<file path="config.mk">
export PLATFORM = sky130hd
export DESIGN_NAME = alu_mul_sequencer
export DESIGN_NICKNAME = d
export VERILOG_FILES = /design/src/rtl/alu_mul_sequencer_pkg.sv /design/src/rtl/alu_mul_sequencer.sv
export SDC_FILE = /design/constraint.sdc
export NUM_CORES = 1
export LEC_CHECK = 0
export BUFFER_PORTS_ARGS = -buffer_cell sky130_fd_sc_hd__buf_2
export CAP_MARGIN = 5
export CORE_ASPECT_RATIO = 1.5
export CORE_MARGIN = 2
export CORE_UTILIZATION = 35
export DETAILED_ROUTE_END_ITERATION = 8
export PLACE_DENSITY = 0.62
export REMOVE_ABC_BUFFERS = 1
export SETUP_SLACK_MARGIN = 0.05
export SLEW_MARGIN = 25
export SYNTH_ARGS = -nofsm -noshare
export SYNTH_HDL_FRONTEND = slang
export SYNTH_SLANG_ARGS = --single-unit
</file>
<file path="constraint.sdc">
create_clock -name clk_i -period 5.8 [get_ports clk_i]
set_clock_uncertainty 0.2 [all_clocks]
set_input_delay 0.87 -clock clk_i [delete_from_list [all_inputs] [get_ports clk_i]]
set_output_delay 0.87 -clock clk_i [all_outputs]
set_load 0.01 [all_outputs]
</file>
<file path="src/rtl/alu_mul_sequencer_pkg.sv">
// Shared constants for the ALU-borrowing multiply sequencer: ALU control codes
// and the sequencer state encoding.
package alu_mul_sequencer_pkg;

  localparam logic [3:0] ALU_AND    = 4'd0;
  localparam logic [3:0] ALU_OR     = 4'd1;
  localparam logic [3:0] ALU_ADD    = 4'd2;
  localparam logic [3:0] ALU_MUL    = 4'd3;
  localparam logic [3:0] ALU_SUB    = 4'd6;
  localparam logic [3:0] ALU_SLT    = 4'd7;
  localparam logic [3:0] ALU_BNE    = 4'd8;
  localparam logic [3:0] ALU_SRA    = 4'd9;
  localparam logic [3:0] ALU_SRAV   = 4'd11;
  localparam logic [3:0] ALU_NOR    = 4'd12;
  localparam logic [3:0] ALU_SLTU16 = 4'd13;
  localparam logic [3:0] ALU_LUI    = 4'd14;

  typedef enum logic [1:0] {
    IDLE = 2'd0,
    RUN  = 2'd1,
    DONE = 2'd2
  } seq_state_t;

endpackage

</file>
<file path="src/rtl/alu_mul_sequencer.sv">
// Unsigned WIDTHxWIDTH shift-and-add multiplier that borrows the shared ALU
// adder for one iteration per cycle while alu_own_o is high.
module alu_mul_sequencer
  import alu_mul_sequencer_pkg::*;
#(
  parameter int         WIDTH    = 32,
  parameter logic [3:0] CTRL_ADD = ALU_ADD,
  parameter int         CNT_W    = 5
) (
  input  logic             clk_i,
  input  logic             rst_i,
  input  logic             start_i,
  input  logic [WIDTH-1:0] mcand_i,
  input  logic [WIDTH-1:0] mplier_i,
  output logic             busy_o,
  output logic             done_o,
  output logic [WIDTH-1:0] hi_o,
  output logic [WIDTH-1:0] lo_o,
  output logic             alu_own_o,
  output logic [WIDTH-1:0] alu_src1_o,
  output logic [WIDTH-1:0] alu_src2_o,
  output logic [3:0]       alu_ctrl_o,
  input  logic [WIDTH-1:0] alu_result_i
);

  seq_state_t       state;
  logic [WIDTH-1:0] hi;
  logic [WIDTH-1:0] lo;
  logic [WIDTH-1:0] mcand;
  logic [CNT_W-1:0] cnt;
  logic             busy;
  logic             done;
  logic             own;
  logic             carry;

  // Operands are decoded straight from registers so the ALU sees them at the
  // start of each RUN cycle; outside RUN they are forced to zero.
  assign alu_src1_o = (state == RUN) ? hi : '0;
  assign alu_src2_o = ((state == RUN) && lo[0]) ? mcand : '0;
  assign alu_ctrl_o = CTRL_ADD;

  // The ALU has no carry-out, so recover it from unsigned wrap-around.
  assign carry = (alu_result_i < alu_src1_o);

  assign hi_o      = hi;
  assign lo_o      = lo;
  assign busy_o    = busy;
  assign done_o    = done;
  assign alu_own_o = own;

  always_ff @(posedge clk_i or negedge rst_i) begin
    if (!rst_i) begin
      state <= IDLE;
      hi    <= '0;
      lo    <= '0;
      mcand <= '0;
      cnt   <= '0;
      busy  <= 1'b0;
      done  <= 1'b0;
      own   <= 1'b0;
    end else begin
      case (state)
        IDLE: begin
          if (start_i) begin
            mcand <= mcand_i;
            lo    <= mplier_i;
            hi    <= '0;
            cnt   <= '0;
            busy  <= 1'b1;
            own   <= 1'b1;
            state <= RUN;
          end
        end
        RUN: begin
          hi <= {carry, alu_result_i[WIDTH-1:1]};
          lo <= {alu_result_i[0], lo[WIDTH-1:1]};
          // Counter holds on the final iteration so it never wraps.
          if (cnt == CNT_W'(WIDTH - 1)) begin
            own   <= 1'b0;
            done  <= 1'b1;
            state <= DONE;
          end else begin
            cnt <= cnt + CNT_W'(1);
          end
        end
        DONE: begin
          done  <= 1'b0;
          busy  <= 1'b0;
          state <= IDLE;
        end
        default: begin
          done  <= 1'b0;
          busy  <= 1'b0;
          own   <= 1'b0;
          state <= IDLE;
        end
      endcase
    end
  end

endmodule

</file>
==> flow_summary.toml <==
[power]
p_per_area_nw_per_um2 = 506
p_leak_nw = 3.70
peakVddDrop_mv = 0.205

[yosys]
ys_seq_area_share_pct = 48.9
synthArstFlopShare_pct = 100
synthTopCellsByArea = "dfrtp_1, ha_1, mux2_2"
synth_warnings = 0
syn_inst = 517
synth_top_area_cell = "dfrtp_1"
syn_area_per_cell_um2 = 10.5
synthDominantCellAreaShare_pct = 48.9
synth.most_common_cell = "dfrtp_1"
synth_cell_types = 34
netlist_area_um2 = 5420
yosys-top-cells-count = "dfrtp_1, nand2_1, inv_1"
synth_ff_type = "dfrtp_1"
ys_ff_latch = 106
synth_edf_count = 0

[placed_design]
io_buffers = 229
gp_congestion = 0.857
dp_hpwl_um = 11100
place_ws_ps = 2470

[status]
status = "complete, no violations"

[hold_path]
hp-start = "done_o"
min_to = "done_o"
hold_depth = 1
worstHoldPathType = "reg2reg"

[sta]
final.setup.tns_ps = 0
worst_slack_ps = 2330
finalCritPeriodShare_pct = 59.8
setup_viol = 0
hold_viol_final = 0
period_needed_ps = 3470
maxSlewViolCount = 0
rsz0062_at_grt = "false"
worstMarginPinSlew_ps = 854
relSlewSlack_pct = 43.0
fmax_mhz = 289

[final_layout]
drive_gt1_share_pct = 39.8
nFillCells = 1523
syn2layout_area_growth_pct = 29.0
fin_nets = 861

[critical_path]
worst_ep_required_time_ps = 4730
cp-start-kind = "flop"
rrSetupSlack_ps = 2470
crit_chain = "nor2b_4, buf_4, and3_1, buf_2"
r2r-end = "hi_o[31]"
timing.rr.start = "state[0]"
r2r_cells = 9
arrival_ps = 2400
crit_fanout = 38
endpoint_kind = "primary output"
cp_slowest_cell = "nor2b_4"
critical_path_class = "reg2out"
critical-path-max-stage-delay_ps = 730

[clock_network]
cts_resized = 0
cts_max_path_buffers = 2
cts_root_buf = "clkbuf_16"
cts_tree = "done"
htreeDepth = 3
cts_buffers = 9
path_clk_slew_ps = 70
cts-hold-fix-buffers = 0
clock_latency_ps = 340
post_cts_buffers = 0
cts_num_sinks = 106

[drt]
dr.pass1.iters = 4
drc = 0
wl_per_cell_um = 15.8
drt_iter0_markers = 159
routed_via_density = 4.96
ant_nets = 0
postRouteWirelength_um = 14800
num_vias = 4640

[job]
maxCapViolations = 0

[die]
die_h_um = 156
die_x_um = 106
initial_core_util_pct = 35.8
dieArea_um2 = 16500
rows = 55
coreArea_um2 = 15100
ios = 234

[global_routing]
overflow = 0
grtUsageTotal_pct = 17.9
grt_pass1_wl_um = 23400
grt_max_degree = 82
antenna_found_initial = 2
grt_pass1_vias = 4703
==> cells by family (layout without fill, tap and decap cells) <==
kind of cell,count (synthesis),count (layout),share of synthesized area [%]
AND/OR/NAND/NOR,137,137,12.0
flip-flops,106,106,48.9
AO/OA/AOI/OAI,100,100,11.9
buffers and inverters,73,288,6.53
multiplexers,65,65,12.7
adder cells (fa/ha/maj),33,33,7.62
other,2,6,0.139
XOR/XNOR,1,1,0.162
==> how the worst max path moves through the flow <==
stage	from	end	slack [ps]	cells after the start
4_1_cts	state[0]	alu_src2_o[8]	2310	4
6_report	state[0]	alu_src2_o[8]	2330	4
5_1_grt	state[0]	alu_src2_o[0]	2150	4
3_5_place_dp	state[0]	hi_o[31]	2470	9
3_3_place_gp	state[0]	hi_o[31]	2580	9
2_1_floorplan	state[0]	hi_o[31]	700	8
==> critical path, delay by kind of cell, from the launching register on <==
kind | cells | cell delay (ps)
simple gates | 2 | 960
buf+inv | 2 | 560
flops | 1 | 510
==> flip-flops by register name, indices dropped and copies added, names as in the netlist <==
| register | count |
|---|---|
| state | 2 |
| alu_own_o | 1 |
| lo_o | 32 |
| mcand | 32 |
| done_o | 1 |
| hi_o | 32 |
| busy_o | 1 |
| cnt | 5 |
==> placed cells by master, fill, tap and decap left out, types with 9 or more instances in the layout <==
cell type	count
a21oi_1	17
inv_1	34
and3_1	33
mux2i_1	33
a22o_1	32
o21ai_1	32
dfrtp_1	106
clkbuf_16	9
buf_2	228
ha_1	33
o21ai_0	10
nand2_1	76
mux2_2	32
==> routing by layer <==
metal,GRT usage (%),vias to the layer above,wire length (um)
li1,-,2216,-
met1,19.5,2242,5760
met2,33.3,149,7910
met3,3.42,33,614
met4,8.15,0,486
met5,0,-,0
==> area by class of cell <==
class                   count  area, um2  share of cell area [%]
flip-flops and latches    106       2650                    37.9
multi-input cells         340       2440                    34.9
repair buffers            235       1190                    17.1
well taps                 199        249                    3.56
clock buffers              10        239                    3.42
inverters                  37        139                    1.99
clock inverters             6       72.6                    1.04
diodes                      2       5.00                  0.0715
==> power by group <==
group / leakage [nW] / internal, mW / total (mW) / switching (mW)
combinational: 2.28 / 0.732 / 1.61 / 0.874
clock: 0.150 / 0.352 / 0.643 / 0.291
sequential: 1.27 / 1.05 / 1.29 / 0.235
total: 3.70 / 2.14 / 3.54 / 1.40
==> stage by stage <==
step | instances | area [um2] | hold slack, ps | utilization, % | power [mW]
final | 935 | 7000 | 274 | 46.2 | 3.54
after global routing | 935 | 7000 | 295 | 46.2 | 3.81
after CTS | 933 | 6990 | 280 | 46.2 | 3.58
after detailed placement | 917 | 6680 | 265 | 44.1 | 2.93
after global placement | 917 | 6680 | 261 | 44.1 | 2.87
after floorplan | 483 | 5210 | 267 | - | 2.25
Note: power is estimated with default switching activity, not from simulation.
